### src/rtl/xbf_pkg.sv
// Shared definitions for the beamformer S2MM return path: widths, keep
// patterns, packer states and the beat record stored in the FIFO.
package xbf_pkg;

  localparam int SAMPLE_W = 64;
  localparam int AXIS_W   = 128;
  localparam int KEEP_W   = AXIS_W / 8;
  localparam int BEAT_W   = AXIS_W + KEEP_W + 1;

  localparam logic [KEEP_W-1:0] KEEP_FULL = 16'hFFFF;
  localparam logic [KEEP_W-1:0] KEEP_HALF = 16'h00FF;

  typedef enum logic [1:0] {
    IDLE = 2'd0,
    LOW  = 2'd1,
    HIGH = 2'd2
  } state_t;

  typedef struct packed {
    logic              last;
    logic [KEEP_W-1:0] keep;
    logic [AXIS_W-1:0] data;
  } beat_t;

  // Complex sum packed as one sample: real part in the low half.
  function automatic logic [SAMPLE_W-1:0] make_sample(input logic [31:0] re,
                                                      input logic [31:0] im);
    return {im, re};
  endfunction

endpackage

### src/rtl/xbf_s2mm_fifo.sv
// Beat FIFO between the packer and the AXI4-Stream master. The output
// register is part of the FIFO and counts towards its FIFO_DEPTH capacity,
// so "full" means FIFO_DEPTH beats are held in total.
module xbf_s2mm_fifo
  import xbf_pkg::*;
#(
  parameter int FIFO_DEPTH = 16
) (
  input  logic  clk,
  input  logic  rstn,
  input  logic  wr_en,
  input  beat_t wr_data,
  output logic  full,
  output logic  empty,
  output beat_t rd_data,
  output logic  rd_valid,
  input  logic  rd_ready
);

  localparam int AW = $clog2(FIFO_DEPTH);
  localparam logic [AW:0]   DEPTH_CNT = (AW+1)'(FIFO_DEPTH);
  localparam logic [AW:0]   CNT_ONE   = (AW+1)'(1);
  localparam logic [AW-1:0] PTR_ONE   = AW'(1);

  beat_t         mem [FIFO_DEPTH];
  logic [AW-1:0] wr_ptr;
  logic [AW-1:0] rd_ptr;
  logic [AW:0]   mem_count;
  logic [AW:0]   occupancy;
  logic          load;

  // The output register refills whenever it is empty or being retired.
  assign load      = (!rd_valid || rd_ready) && (mem_count != '0);
  assign occupancy = mem_count + {{AW{1'b0}}, rd_valid};
  assign full      = (occupancy == DEPTH_CNT);
  assign empty     = (occupancy == '0);

  // Storage array write port.
  always_ff @(posedge clk) begin
    if (wr_en) mem[wr_ptr] <= wr_data;
  end

  // Pointer and fill-level bookkeeping for the storage array.
  always_ff @(posedge clk or negedge rstn) begin
    if (!rstn) begin
      wr_ptr    <= '0;
      rd_ptr    <= '0;
      mem_count <= '0;
    end else begin
      if (wr_en) wr_ptr <= wr_ptr + PTR_ONE;
      if (load)  rd_ptr <= rd_ptr + PTR_ONE;
      if (wr_en && !load)      mem_count <= mem_count + CNT_ONE;
      else if (!wr_en && load) mem_count <= mem_count - CNT_ONE;
    end
  end

  // Registered read side: holds the beat steady until it is accepted.
  always_ff @(posedge clk or negedge rstn) begin
    if (!rstn) begin
      rd_valid <= 1'b0;
      rd_data  <= '0;
    end else if (load) begin
      rd_valid <= 1'b1;
      rd_data  <= mem[rd_ptr];
    end else if (rd_valid && rd_ready) begin
      rd_valid <= 1'b0;
    end
  end

endmodule

### src/rtl/xbf_s2mm_packer.sv
// Beamformer return path: packs pairs of 64-bit complex sums into 128-bit
// AXI4-Stream beats for the DMA S2MM channel, frames them with tlast and
// buffers them in a FIFO that drops (and flags) rather than stalls.
// Optional build macro XBF_S2MM_HDR_EN prepends a header beat per frame.
module xbf_s2mm_packer
  import xbf_pkg::*;
#(
  parameter int FIFO_DEPTH = 16,
  parameter int LEN_W      = 16
) (
  input  logic              clk,
  input  logic              rstn,
  input  logic              start,
  input  logic [LEN_W-1:0]  frame_len,
  input  logic              sum_valid,
  input  logic [31:0]       sum_r,
  input  logic [31:0]       sum_i,
  output logic [AXIS_W-1:0] M_AXIS_S2MM_0_tdata,
  output logic [KEEP_W-1:0] M_AXIS_S2MM_0_tkeep,
  output logic              M_AXIS_S2MM_0_tlast,
  output logic              M_AXIS_S2MM_0_tvalid,
  input  logic              M_AXIS_S2MM_0_tready,
  output logic              busy,
  output logic              overflow,
  output logic [LEN_W-1:0]  sample_cnt
);

  state_t              state;
  state_t              next_state;
  logic [LEN_W-1:0]    len_q;
  logic [SAMPLE_W-1:0] stage_lo;
  logic [SAMPLE_W-1:0] sample_word;
  logic                is_last;
  logic                arm;
  logic                take;
  logic                beat_gen;
  beat_t               beat_next;
  logic                push_valid;
  beat_t               push_beat;
  logic                push_ok;
  logic                drop;
  logic                fifo_full;
  logic                fifo_empty;
  beat_t               out_beat;
  logic                out_valid;
`ifdef XBF_S2MM_HDR_EN
  logic [15:0]         frame_num;
`endif

  assign sample_word = make_sample(sum_r, sum_i);
  assign is_last     = ((sample_cnt + LEN_W'(1)) == len_q);

  // Packer state register.
  always_ff @(posedge clk or negedge rstn) begin
    if (!rstn) state <= IDLE;
    else       state <= next_state;
  end

  // Next state plus the beat completed by this cycle's sample or start.
  always_comb begin
    next_state = state;
    arm        = 1'b0;
    take       = 1'b0;
    beat_gen   = 1'b0;
    beat_next  = '0;
    case (state)
      IDLE: begin
        if (start && (frame_len != '0)) begin
          arm        = 1'b1;
          next_state = LOW;
`ifdef XBF_S2MM_HDR_EN
          beat_gen             = 1'b1;
          beat_next.data[15:0]  = 16'(frame_len);
          beat_next.data[31:16] = frame_num;
          beat_next.keep       = KEEP_FULL;
          beat_next.last       = 1'b0;
`endif
        end
      end
      LOW: begin
        if (sum_valid) begin
          take = 1'b1;
          if (is_last) begin
            beat_gen       = 1'b1;
            beat_next.data = {{SAMPLE_W{1'b0}}, sample_word};
            beat_next.keep = KEEP_HALF;
            beat_next.last = 1'b1;
            next_state     = IDLE;
          end else begin
            next_state = HIGH;
          end
        end
      end
      HIGH: begin
        if (sum_valid) begin
          take           = 1'b1;
          beat_gen       = 1'b1;
          beat_next.data = {sample_word, stage_lo};
          beat_next.keep = KEEP_FULL;
          beat_next.last = is_last;
          next_state     = is_last ? IDLE : LOW;
        end
      end
      default: next_state = IDLE;
    endcase
  end

  // Frame length latch, low-half staging and per-frame sample counter.
  always_ff @(posedge clk or negedge rstn) begin
    if (!rstn) begin
      len_q      <= '0;
      stage_lo   <= '0;
      sample_cnt <= '0;
    end else begin
      if (arm) begin
        len_q      <= frame_len;
        sample_cnt <= '0;
      end else if (take) begin
        sample_cnt <= sample_cnt + LEN_W'(1);
      end
      if (take) stage_lo <= sample_word;
    end
  end

  // One-cycle push slot: a beat is offered to the FIFO the cycle after it completes.
  always_ff @(posedge clk or negedge rstn) begin
    if (!rstn) begin
      push_valid <= 1'b0;
      push_beat  <= '0;
    end else begin
      push_valid <= beat_gen;
      if (beat_gen) push_beat <= beat_next;
    end
  end

  // A retiring output beat frees a slot in the same cycle, so a full FIFO can still accept.
  assign push_ok = push_valid && (!fifo_full || (out_valid && M_AXIS_S2MM_0_tready));
  assign drop    = push_valid && !push_ok;

  // Sticky overflow; a lost beat outranks a simultaneous clearing start.
  always_ff @(posedge clk or negedge rstn) begin
    if (!rstn)                          overflow <= 1'b0;
    else if (drop)                      overflow <= 1'b1;
    else if (start && (state == IDLE))  overflow <= 1'b0;
  end

`ifdef XBF_S2MM_HDR_EN
  // Frame number carried in the header, advanced per armed frame.
  always_ff @(posedge clk or negedge rstn) begin
    if (!rstn)    frame_num <= '0;
    else if (arm) frame_num <= frame_num + 16'd1;
  end
`endif

  xbf_s2mm_fifo #(
    .FIFO_DEPTH (FIFO_DEPTH)
  ) u_fifo (
    .clk      (clk),
    .rstn     (rstn),
    .wr_en    (push_ok),
    .wr_data  (push_beat),
    .full     (fifo_full),
    .empty    (fifo_empty),
    .rd_data  (out_beat),
    .rd_valid (out_valid),
    .rd_ready (M_AXIS_S2MM_0_tready)
  );

  assign M_AXIS_S2MM_0_tdata  = out_beat.data;
  assign M_AXIS_S2MM_0_tkeep  = out_beat.keep;
  assign M_AXIS_S2MM_0_tlast  = out_beat.last;
  assign M_AXIS_S2MM_0_tvalid = out_valid;

  assign busy = (state != IDLE) || push_valid || !fifo_empty || out_valid;

endmodule
### config.mk
export PLATFORM = sky130hd
export DESIGN_NAME = xbf_s2mm_packer
export DESIGN_NICKNAME = d
export VERILOG_FILES = /design/src/rtl/xbf_pkg.sv /design/src/rtl/xbf_s2mm_fifo.sv /design/src/rtl/xbf_s2mm_packer.sv
export SDC_FILE = /design/constraint.sdc
export NUM_CORES = 2
export LEC_CHECK = 0
export ABC_AREA = 1
export CAP_MARGIN = 25
export CORE_MARGIN = 2
export CORE_UTILIZATION = 40
export CTS_BUF_LIST = sky130_fd_sc_hd__clkbuf_4
export DETAILED_ROUTE_END_ITERATION = 6
export RECOVER_POWER = 100
export SLEW_MARGIN = 20
export SYNTH_ARGS = -nofsm -noshare
export SYNTH_HDL_FRONTEND = slang
export SYNTH_SLANG_ARGS = --single-unit
### constraint.sdc
create_clock -name clk -period 9.3 [get_ports clk]
set_input_delay 1.86 -clock clk [delete_from_list [all_inputs] [get_ports clk]]
set_output_delay 1.86 -clock clk [all_outputs]
set_load 0.02 [all_outputs]
==> out/metrics.cfg <==
[cells_and_area]
mostFrequentLayoutCell = edfxtp_1
seqCellArea_mm2 = 0.0724
most-common-layout-cells = edfxtp_1 (2,096), nor2_1 (1,325), o21ai_0 (1,259)
drive_gt1_share_pct = 13.2
multi_input_comb_area_mm2 = 0.0220
final_cells = 11900
syn2layout_area_growth_pct = 13.8
final_area_mm2 = 0.110
fill_cells = 21900
nets = 8278

[detailed_routing]
post_drt_wl_per_cell_um = 24.3
first_pass_iters = 6
drt_iter0_markers = 7271
final_antenna_net_count = 0
drc = 0
routed_wl_mm = 289
viasPerCell = 5.62
vias = 66700

[setup_path]
cp_data_arrival_time_ns = 8.02
path_delay_family = buffers and inverters
critPathLaunchType = flip-flop
path_class = flip-flop to flip-flop
crit_buf_inv = 3
cpMostUsedCell = nand2_1
worst_setup_path_end_kind = flip-flop
critPathSlowestCell = clkbuf_2
cp_cell_sequence = ha_1 > ha_1 > nand3_1 > xor2_1 > a21oi_1 > nand2_1 > nand2_1 > inv_1 > nand2_1 > nor2_4 > clkbuf_2 > clkbuf_2
worstPathRequired_ns = 10.23
cp_max_fo = 90
max_stage_delay_ns = 2.82

[sta]
min_period_ns = 7.08
rsz0062_at_grt = no
tightest_slew_ns = 4.48
skew_ns = 0.108
setup_violations = 0
drv_slew = 2163
min_period_over_period_pct = 76.2
fmax_mhz = 141
slew_headroom_pct = -199
fin_tns_setup_ns = 0
hold_viol = 0

[power]
ir_drop_mv = 0.350
power_switching_w = 0.0136
p_per_area_mw_per_mm2 = 325
power_frac_comb_pct = 29.3
power_frac_clock_pct = 26.5
p_int_w = 0.0222
pwr-share-seq_pct = 44.2
swShare_pct = 38.0
report.power.total_w = 0.0358
leakagePower_nw = 38.9

[die]
die_area_mm2 = 0.246
die_y_um = 496
ios = 249
die_x_um = 496
placeableCoreArea_mm2 = 0.241
start_util_pct = 40.2
rows = 180

[clocking]
clk_path_buf_depth = 4
cts_tree = done
cts_buffers = 644
cts_resized = 0
hold_buffers = 0
cts.htree.levels = 6
cts.sinks = 2472
clk_pin_slew_ns = 0.06
cts_setup_buffers = 0
clkLatencyLatePin_ns = 1.41
cts_root_buf = clkbuf_4

[run_status]
outcome = complete, but fails checks
violations = capacitance limit, slew limit

[placed_design]
place_area_mm2 = 0.102
port_buffers = 248
dp.cells = 10700
gp_congestion = 0.781
hpwl_mm = 143

[synth]
ys_warn_count = 0
yosysUniqueCellTypes = 38
synth_area_mm2 = 0.0968
synth_area_per_cell_um2 = 12.5
synth_fp_nets = 7860
yosysSeqAreaShare_pct = 74.8
synth_edf_count = 2096
synth_cells = 7758
async_reset_ff_share_pct = 15.2
synth_ff_type = edfxtp_1
yosys_register_bits = 2472

[global_route]
overflow = 0
grt_usage_pct = 22.9
grt_pass1_vias = 65000
antenna_found_initial = 16
grt_max_degree = 206
grt_pass1_wl_mm = 420

[flow_run]
drv_cap = 41

[worst_hold_path]
hold_path_class = flip-flop to flip-flop

area by class of cell:
type / count / share of cell area (%)
clock buffer: 990 / 6.75
sequential: 2472 / 65.7
tap: 3185 / 3.62
timing repair buffer: 341 / 2.92
inverter: 60 / 0.248
clock inverter: 148 / 0.778
antenna: 10 / 0.0227
multi-input combinational: 4657 / 20.0
final timing paths:
kind	startpoint	endpoint	slack (ns)	depth (start not counted)
worst max-delay path	u_fifo.mem_count[0]	u_fifo.mem[1][113]	2.22	12
worst min-delay path	u_fifo.rd_data[114]	u_fifo.rd_data[114]	0.48	2
worst max register to register	u_fifo.mem_count[0]	u_fifo.mem[1][113]	2.22	12
worst min register to register	u_fifo.rd_data[114]	u_fifo.rd_data[114]	0.48	2
max in group asynchronous	rstn	u_fifo.rd_ptr[3]	3.29	2
min in group asynchronous	rstn	sample_cnt[11]	0.54	1
worst min-delay path: stages (launching register included):
cell and delay [ns]:
dfrtp_1 0.34, nand2_1 0.05, o21ai_0 0.05
synthesized netlist by cell type (all sizes together), types with 5 or more instances:
cell type	number	area share [%]
edfxtp	2096	65
nor2	1338	5.2
o21ai	1259	6.5
nand2	976	3.8
o22ai	514	3.3
clkbuf	480	1.9
dfrtp	376	9.7
nand3	197	1.0
buf	89	0.51
nand4	84	0.55
o221ai	72	0.65
a21oi	62	0.32
inv	59	0.23
a31oi	49	0.32
o21bai	29	0.22
o31ai	20	0.16
ha	16	0.21
xor2	10	0.090
mux2	6	0.070
nand3b	5	0.039
nor4	5	0.032
power groups by stage:
| stage | Clock (W) | Combinational (W) | Sequential, W |
|---|---|---|---|
| final | 0.00950 | 0.0105 | 0.0158 |
| after detailed placement | 0 | 0.0106 | 0.0161 |
| after global routing | 0.0103 | 0.0115 | 0.0160 |
| after floorplan | 0 | 0.00649 | 0.0155 |
| after global placement | 0 | 0.0104 | 0.0160 |
| after CTS | 0.00969 | 0.0106 | 0.0158 |
routing by layer:
metal	wire (um)	up-vias	global-route usage, %	share of wire (%)
li1	-	29600	-	-
met1	120000	33300	31.4	42
met2	136000	3267	36.2	47
met3	23800	466	4.51	8.2
met4	9090	6	8.62	3.1
met5	48	-	0	0.017
registers in the layout (all words and copies together) (netlist names):
| register | flops |
|---|---|
| u_fifo.rd_valid | 1 |
| u_fifo.mem | 2096 |
| push_valid | 1 |
| sample_cnt | 16 |
| state | 2 |
| len_q | 16 |
| push_beat | 131 |
| overflow | 1 |
| u_fifo.wr_ptr | 4 |
| u_fifo.rd_data | 131 |
| u_fifo.mem_count | 5 |
| stage_lo | 64 |
| u_fifo.rd_ptr | 4 |
logic make-up (layout without fill, tap and decap cells):
logic type	Yosys count	count (layout)	synth area share, %
multiplexers	6	6	0.0698
flip-flops	2472	2472	74.8
adder cells (fa/ha/maj)	17	17	0.228
buffers and inverters	629	1539	2.60
AND/OR/NAND/NOR	2609	2609	10.7
AO/OA/AOI/OAI	2012	2012	11.6
XOR/XNOR	13	13	0.132
other	0	10	0
stage by stage:
stage,worst slack (ns),hold slack [ns],util (%)
2_1_floorplan,0.900,0.449,-
3_3_place_gp,3.80,0.462,42.5
3_5_place_dp,3.81,0.465,42.5
4_1_cts,3.63,0.432,45.9
5_1_grt,1.94,0.501,45.8
6_report,2.22,0.477,45.8
Note: power is estimated with default switching activity, not from simulation.
